==> src/rtl/dac_sample_pacer.sv <==
// Sample FIFO that releases 10-bit codes to the DAC at a programmable, jitter-free rate.
// Includes priming, sticky underrun detection and a mid-scale hold after reset.
module dac_sample_pacer #(
  parameter int unsigned DATA_W    = 10,
  parameter int unsigned DEPTH     = 8,
  parameter int unsigned DIV_W     = 16,
  parameter int unsigned PRIME_LVL = 4
) (
  input  logic                      clk,
  input  logic                      reset,
  input  logic                      enable,
  input  logic                      flush,
  input  logic [DIV_W-1:0]          divisor,
  input  logic                      wr_en,
  input  logic [DATA_W-1:0]         wr_data,
  input  logic                      clr_underrun,
  output logic                      full,
  output logic [$clog2(DEPTH):0]    level,
  output logic [DATA_W-1:0]         dac_d,
  output logic                      dac_strobe,
  output logic                      underrun,
  output logic                      running
);

  localparam int unsigned PTR_W = $clog2(DEPTH);
  localparam int unsigned LVL_W = PTR_W + 1;
  localparam logic [DATA_W-1:0] MID_SCALE = {1'b1, {(DATA_W-1){1'b0}}};

  typedef enum logic [1:0] {
    S_IDLE,
    S_PRIME,
    S_RUN
  } state_e;

  state_e             state_q, state_d;
  logic [DIV_W-1:0]   cnt_q, cnt_d;
  logic [PTR_W-1:0]   wr_ptr_q, wr_ptr_d;
  logic [PTR_W-1:0]   rd_ptr_q, rd_ptr_d;
  logic [LVL_W-1:0]   level_q, level_d;
  logic               full_q, full_d;
  logic [DATA_W-1:0]  dac_q, dac_d_next;
  logic               strobe_q, strobe_d;
  logic               underrun_q, underrun_d;
  logic [DATA_W-1:0]  mem_q [DEPTH];

  logic               pop;
  logic               set_underrun;
  logic               wr_acc;

  // Next-state, pacing and FIFO bookkeeping
  always_comb begin
    state_d      = state_q;
    cnt_d        = cnt_q;
    pop          = 1'b0;
    set_underrun = 1'b0;

    case (state_q)
      S_IDLE: begin
        if (enable) state_d = S_PRIME;
      end
      S_PRIME: begin
        if (!flush && (level_q >= LVL_W'(PRIME_LVL))) begin
          state_d = S_RUN;
          cnt_d   = divisor;
        end
      end
      S_RUN: begin
        if (flush) begin
          state_d = S_PRIME;
        end else if (cnt_q == '0) begin
          cnt_d = divisor;
          if (level_q != '0) begin
            pop = 1'b1;
          end else begin
            set_underrun = 1'b1;
            state_d      = S_PRIME;
          end
        end else begin
          cnt_d = cnt_q - DIV_W'(1);
        end
      end
      default: state_d = S_IDLE;
    endcase

    // Disable overrides everything, including a tick in the same cycle
    if (!enable) begin
      state_d      = S_IDLE;
      cnt_d        = cnt_q;
      pop          = 1'b0;
      set_underrun = 1'b0;
    end

    wr_acc   = wr_en && !full_q && !flush;
    wr_ptr_d = wr_ptr_q;
    rd_ptr_d = rd_ptr_q;
    level_d  = level_q;
    if (flush) begin
      wr_ptr_d = '0;
      rd_ptr_d = '0;
      level_d  = '0;
    end else begin
      if (wr_acc) wr_ptr_d = wr_ptr_q + PTR_W'(1);
      if (pop)    rd_ptr_d = rd_ptr_q + PTR_W'(1);
      if (wr_acc && !pop)      level_d = level_q + LVL_W'(1);
      else if (!wr_acc && pop) level_d = level_q - LVL_W'(1);
    end
    full_d = (level_d == LVL_W'(DEPTH));

    dac_d_next = pop ? mem_q[rd_ptr_q] : dac_q;
    strobe_d   = pop;
    underrun_d = set_underrun | (underrun_q & ~clr_underrun);
  end

  always_ff @(posedge clk) begin
    if (reset) begin
      state_q    <= S_IDLE;
      cnt_q      <= '0;
      wr_ptr_q   <= '0;
      rd_ptr_q   <= '0;
      level_q    <= '0;
      full_q     <= 1'b0;
      dac_q      <= MID_SCALE;
      strobe_q   <= 1'b0;
      underrun_q <= 1'b0;
    end else begin
      state_q    <= state_d;
      cnt_q      <= cnt_d;
      wr_ptr_q   <= wr_ptr_d;
      rd_ptr_q   <= rd_ptr_d;
      level_q    <= level_d;
      full_q     <= full_d;
      dac_q      <= dac_d_next;
      strobe_q   <= strobe_d;
      underrun_q <= underrun_d;
    end
  end

  // Storage needs no reset; occupancy is tracked by the pointers
  always_ff @(posedge clk) begin
    if (wr_acc && !reset) mem_q[wr_ptr_q] <= wr_data;
  end

  assign full       = full_q;
  assign level      = level_q;
  assign dac_d      = dac_q;
  assign dac_strobe = strobe_q;
  assign underrun   = underrun_q;
  assign running    = (state_q == S_RUN);

endmodule
==> config.mk <==
export PLATFORM = sky130hd
export DESIGN_NAME = dac_sample_pacer
export DESIGN_NICKNAME = d
export VERILOG_FILES = /design/src/rtl/dac_sample_pacer.sv
export SDC_FILE = /design/constraint.sdc
export NUM_CORES = 1
export LEC_CHECK = 0
export BUFFER_PORTS_ARGS = -buffer_cell sky130_fd_sc_hd__buf_2
export CAP_MARGIN = 0
export CORE_MARGIN = 2
export CORE_UTILIZATION = 29
export CTS_BUF_LIST = sky130_fd_sc_hd__clkbuf_2 sky130_fd_sc_hd__clkbuf_4 sky130_fd_sc_hd__clkbuf_8
export DETAILED_ROUTE_END_ITERATION = 12
export GPL_ROUTABILITY_DRIVEN = 1
export PLACE_DENSITY_LB_ADDON = 0.25
export SYNTH_ARGS = -nofsm -noshare
export SYNTH_HDL_FRONTEND = slang
export SYNTH_SLANG_ARGS = --single-unit
export TNS_END_PERCENT = 50
==> constraint.sdc <==
create_clock -name clk -period 5.53 [get_ports clk]
set_input_delay 1.106 -clock clk [delete_from_list [all_inputs] [get_ports clk]]
set_output_delay 1.106 -clock clk [all_outputs]
set_load 0.1 [all_outputs]
==> metrics.txt <==
non-filler cells in the finished layout=685; crit-path max FO=33; P_int=1.39 mW; Mapped Cells=389; Slew HR=0.269; met1 Use GR=0.161; root buf cell=clkbuf_8; Power Density=300 mW/mm^2; layout cell share with drive strength beyond 1=0.268; P&R area growth vs syn=16.5%; syn avg cell area=13.4 sq um; H-tree levels=4; RR Endpoint=full; fin util=0.341; max-cap viol count=0; Post-synth EDFFs=80; Crit. End Element=register; fraction of registers with async set/reset=0; Ports=50; fmax=331 MHz; P_sw=425 uW; busiest grt layer=met2; initial antenna violation count=0; Iter 0 DRT Violations=191; clock tree buffer depth=2; Tightest Pin Transition=1.09 ns; Placed Area=0.00567 sq mm; Crit Path Class=input pin to register; setup tns final=0 ns; Clock power frac=0.438; Port Buffers=49; slowest library cell on the worst path=nor2_1; FF-to-FF setup slack=3.04 ns; Worst Hold Slack=0.479 ns; most instantiated cells after synthesis=edfxtp_1, nor2_1, dfxtp_1; post-route DRC violation count=0; WL/cell=16.2 microns; met2 Use GR=0.187; Switching Share=0.234; Ant. Diodes=0; Leak=1.99 nW; Gate power share=0.030; # nets final=481; Worst setup SP type=input pin; status=finished, final reports clean; CP arrival=3.09 ns; final WL=11100 microns; Placement Rows=49; Finish-stage setup viols=0; vias in the first global route=3344; sequential share of power=0.532; total CTS buffers=17; worst hold path endpoint=underrun; Die W=138 microns; Initial DRT Pass Iterations=4; Max stage delay on crit path=0.72 ns; Synth top area share=0.461; DP HPWL=7440 microns; Seq/Total Area, Yosys=0.619; most common cell in the synthesized netlist=edfxtp_1; DR vias/cell=4.80; cell taking the most area after synthesis=edfxtp_1; Critical Path RT=5.59 ns; Hold Path Stages=2; met3 GRT Util=0.0416; critical path cell sequence=buf_2 > or2_2 > or3_1 > nor2_1; synth top area cells=edfxtp_1, dfxtp_1, mux4_2, nor2_1, mux2i_1; design area=0.00607 sq mm; worst vdd ir=0.000165 V; Max Slew Vio Count=0; post_cts resized=0; Placer Congestion=0.775; DR vias=3285; RSZ-0062 raised after global routing=false; reg2reg start=cnt_q[0]; GRT overflow=0; Yosys warning count=0; HP Start=underrun; Pwr Total=1.82 mW; largest net degree at the start of global routing=34; Main synth FF type=edfxtp_1; Hold Vio Cnt, Final=0; chip height=138 microns; Initial Util=0.293; Netlist cell types=53; Top delay family on crit path=simple AND/OR/NAND/NOR gates; worst-skew pair later-pin latency=0.44 ns; core area=0.0178 sq mm; Post-Syn Area=0.00521 sq mm; Max Clock Skew=0.0139 ns; Routed Antenna Nets=0; pre-CTS setup slack=1.97 ns; cell depth of the worst flop-to-flop path=8; global-route wire length before repair=17900 microns; Post-Place Cells=653; synthesis-stage register bit count=121; Mapped Nets=427; Post-CTS Setup Bufs=0; final critical-path share of the clock period=0.547; area of the die=0.0191 sq mm; final worst setup slack=2.51 ns; Period minus WS final=3.02 ns; GRT Resource Usage Total=0.122; worst min path class=register to register; CTS sink count=121; CTS tree=built; Post-CTS Hold Fix Bufs=0; Critical path buffers and inverters=1; Worst-path clk slew=0.07 ns
worst max path at each step:
| stage | start | end | slack, ns | cells after the start |
|---|---|---|---|---|
| final | reset | mem_q[2][9] | 2.51 | 4 |
| after global routing | reset | mem_q[2][9] | 2.34 | 4 |
| after CTS | reset | mem_q[2][9] | 2.45 | 4 |
| after detailed placement | reset | mem_q[2][7] | 1.97 | 4 |
| after global placement | reset | mem_q[2][4] | 2.03 | 4 |
| after floorplan | flush | mem_q[0][0] | 2.59 | 3 |
layout by cell type (no fill, tap or decap), drive strengths merged, types with 2 or more instances in the layout:
| cell | netlist | routed |
|---|---|---|
| inv | 9 | 14 |
| nand2b | 6 | 6 |
| nor4b | 2 | 2 |
| nor2b | 5 | 5 |
| nand3 | 10 | 10 |
| buf | 11 | 54 |
| a21oi | 15 | 15 |
| dfxtp | 41 | 41 |
| xor2 | 4 | 4 |
| mux4 | 20 | 20 |
| o21a | 2 | 2 |
| clkinv | 0 | 7 |
| a21o | 3 | 3 |
| mux2 | 2 | 2 |
| xnor2 | 3 | 3 |
| ha | 6 | 6 |
| mux2i | 15 | 15 |
| nand2 | 21 | 21 |
| nor3 | 11 | 11 |
| nor3b | 3 | 3 |
| a31oi | 2 | 2 |
| a22oi | 2 | 2 |
| or4 | 2 | 2 |
| clkbuf | 8 | 17 |
| nor2 | 45 | 45 |
| nand4 | 5 | 5 |
| and2 | 2 | 2 |
| nor4 | 4 | 4 |
| a211oi | 12 | 12 |
| a221oi | 5 | 5 |
| o21ai | 23 | 23 |
| bufinv | 0 | 2 |
| edfxtp | 80 | 80 |
power groups by stage:
stage               sequential [mW]  clock, mW  combinational (mW)
floorplan                     0.992          0              0.0235
global placement              0.989          0              0.0543
detailed placement            0.989          0              0.0557
CTS                           0.968      0.819              0.0560
global route                  0.969      0.869              0.0615
finish                        0.968      0.797              0.0551
logic make-up after synthesis:
family,Yosys count,synth area share
XOR/XNOR,7,0.0118
buffers and inverters,28,0.0276
multiplexers,37,0.120
AND/OR/NAND/NOR,122,0.118
adder cells (fa/ha/maj),6,0.0144
flip-flops,121,0.619
AO/OA/AOI/OAI,68,0.0896
per-layer routing:
metal | routed length, microns | vias to the layer above
met5 | 0 | -
li1 | - | 1590
met4 | 116 | 0
met2 | 5260 | 75
met1 | 5240 | 1609
met3 | 475 | 11
layout make-up:
class / instances / area, sq um
fillers: 1769 / 11700
flip-flops and latches: 121 / 3220
multi-input cells: 240 / 1840
well taps: 229 / 287
repair buffers: 54 / 283
clock buffers: 17 / 234
clock inverters: 15 / 166
inverters: 9 / 33.8
worst min-delay path: cells and delay by family (launching register included):
| kind | cells | cell delay (ns) |
|---|---|---|
| flip-flops | 1 | 0.31 |
| AND/OR/NAND/NOR | 1 | 0.07 |
| AO/OA/AOI/OAI | 1 | 0.06 |
registers in the layout, summed over array words and instances, names as in the netlist:
signal,flops
dac_d,10
cnt_q,16
wr_ptr_q,3
mem_q,80
dac_strobe,1
underrun,1
level,4
rd_ptr_q,3
state_q,2
full,1
No activity file was read; power rests on OpenSTA's default activity.
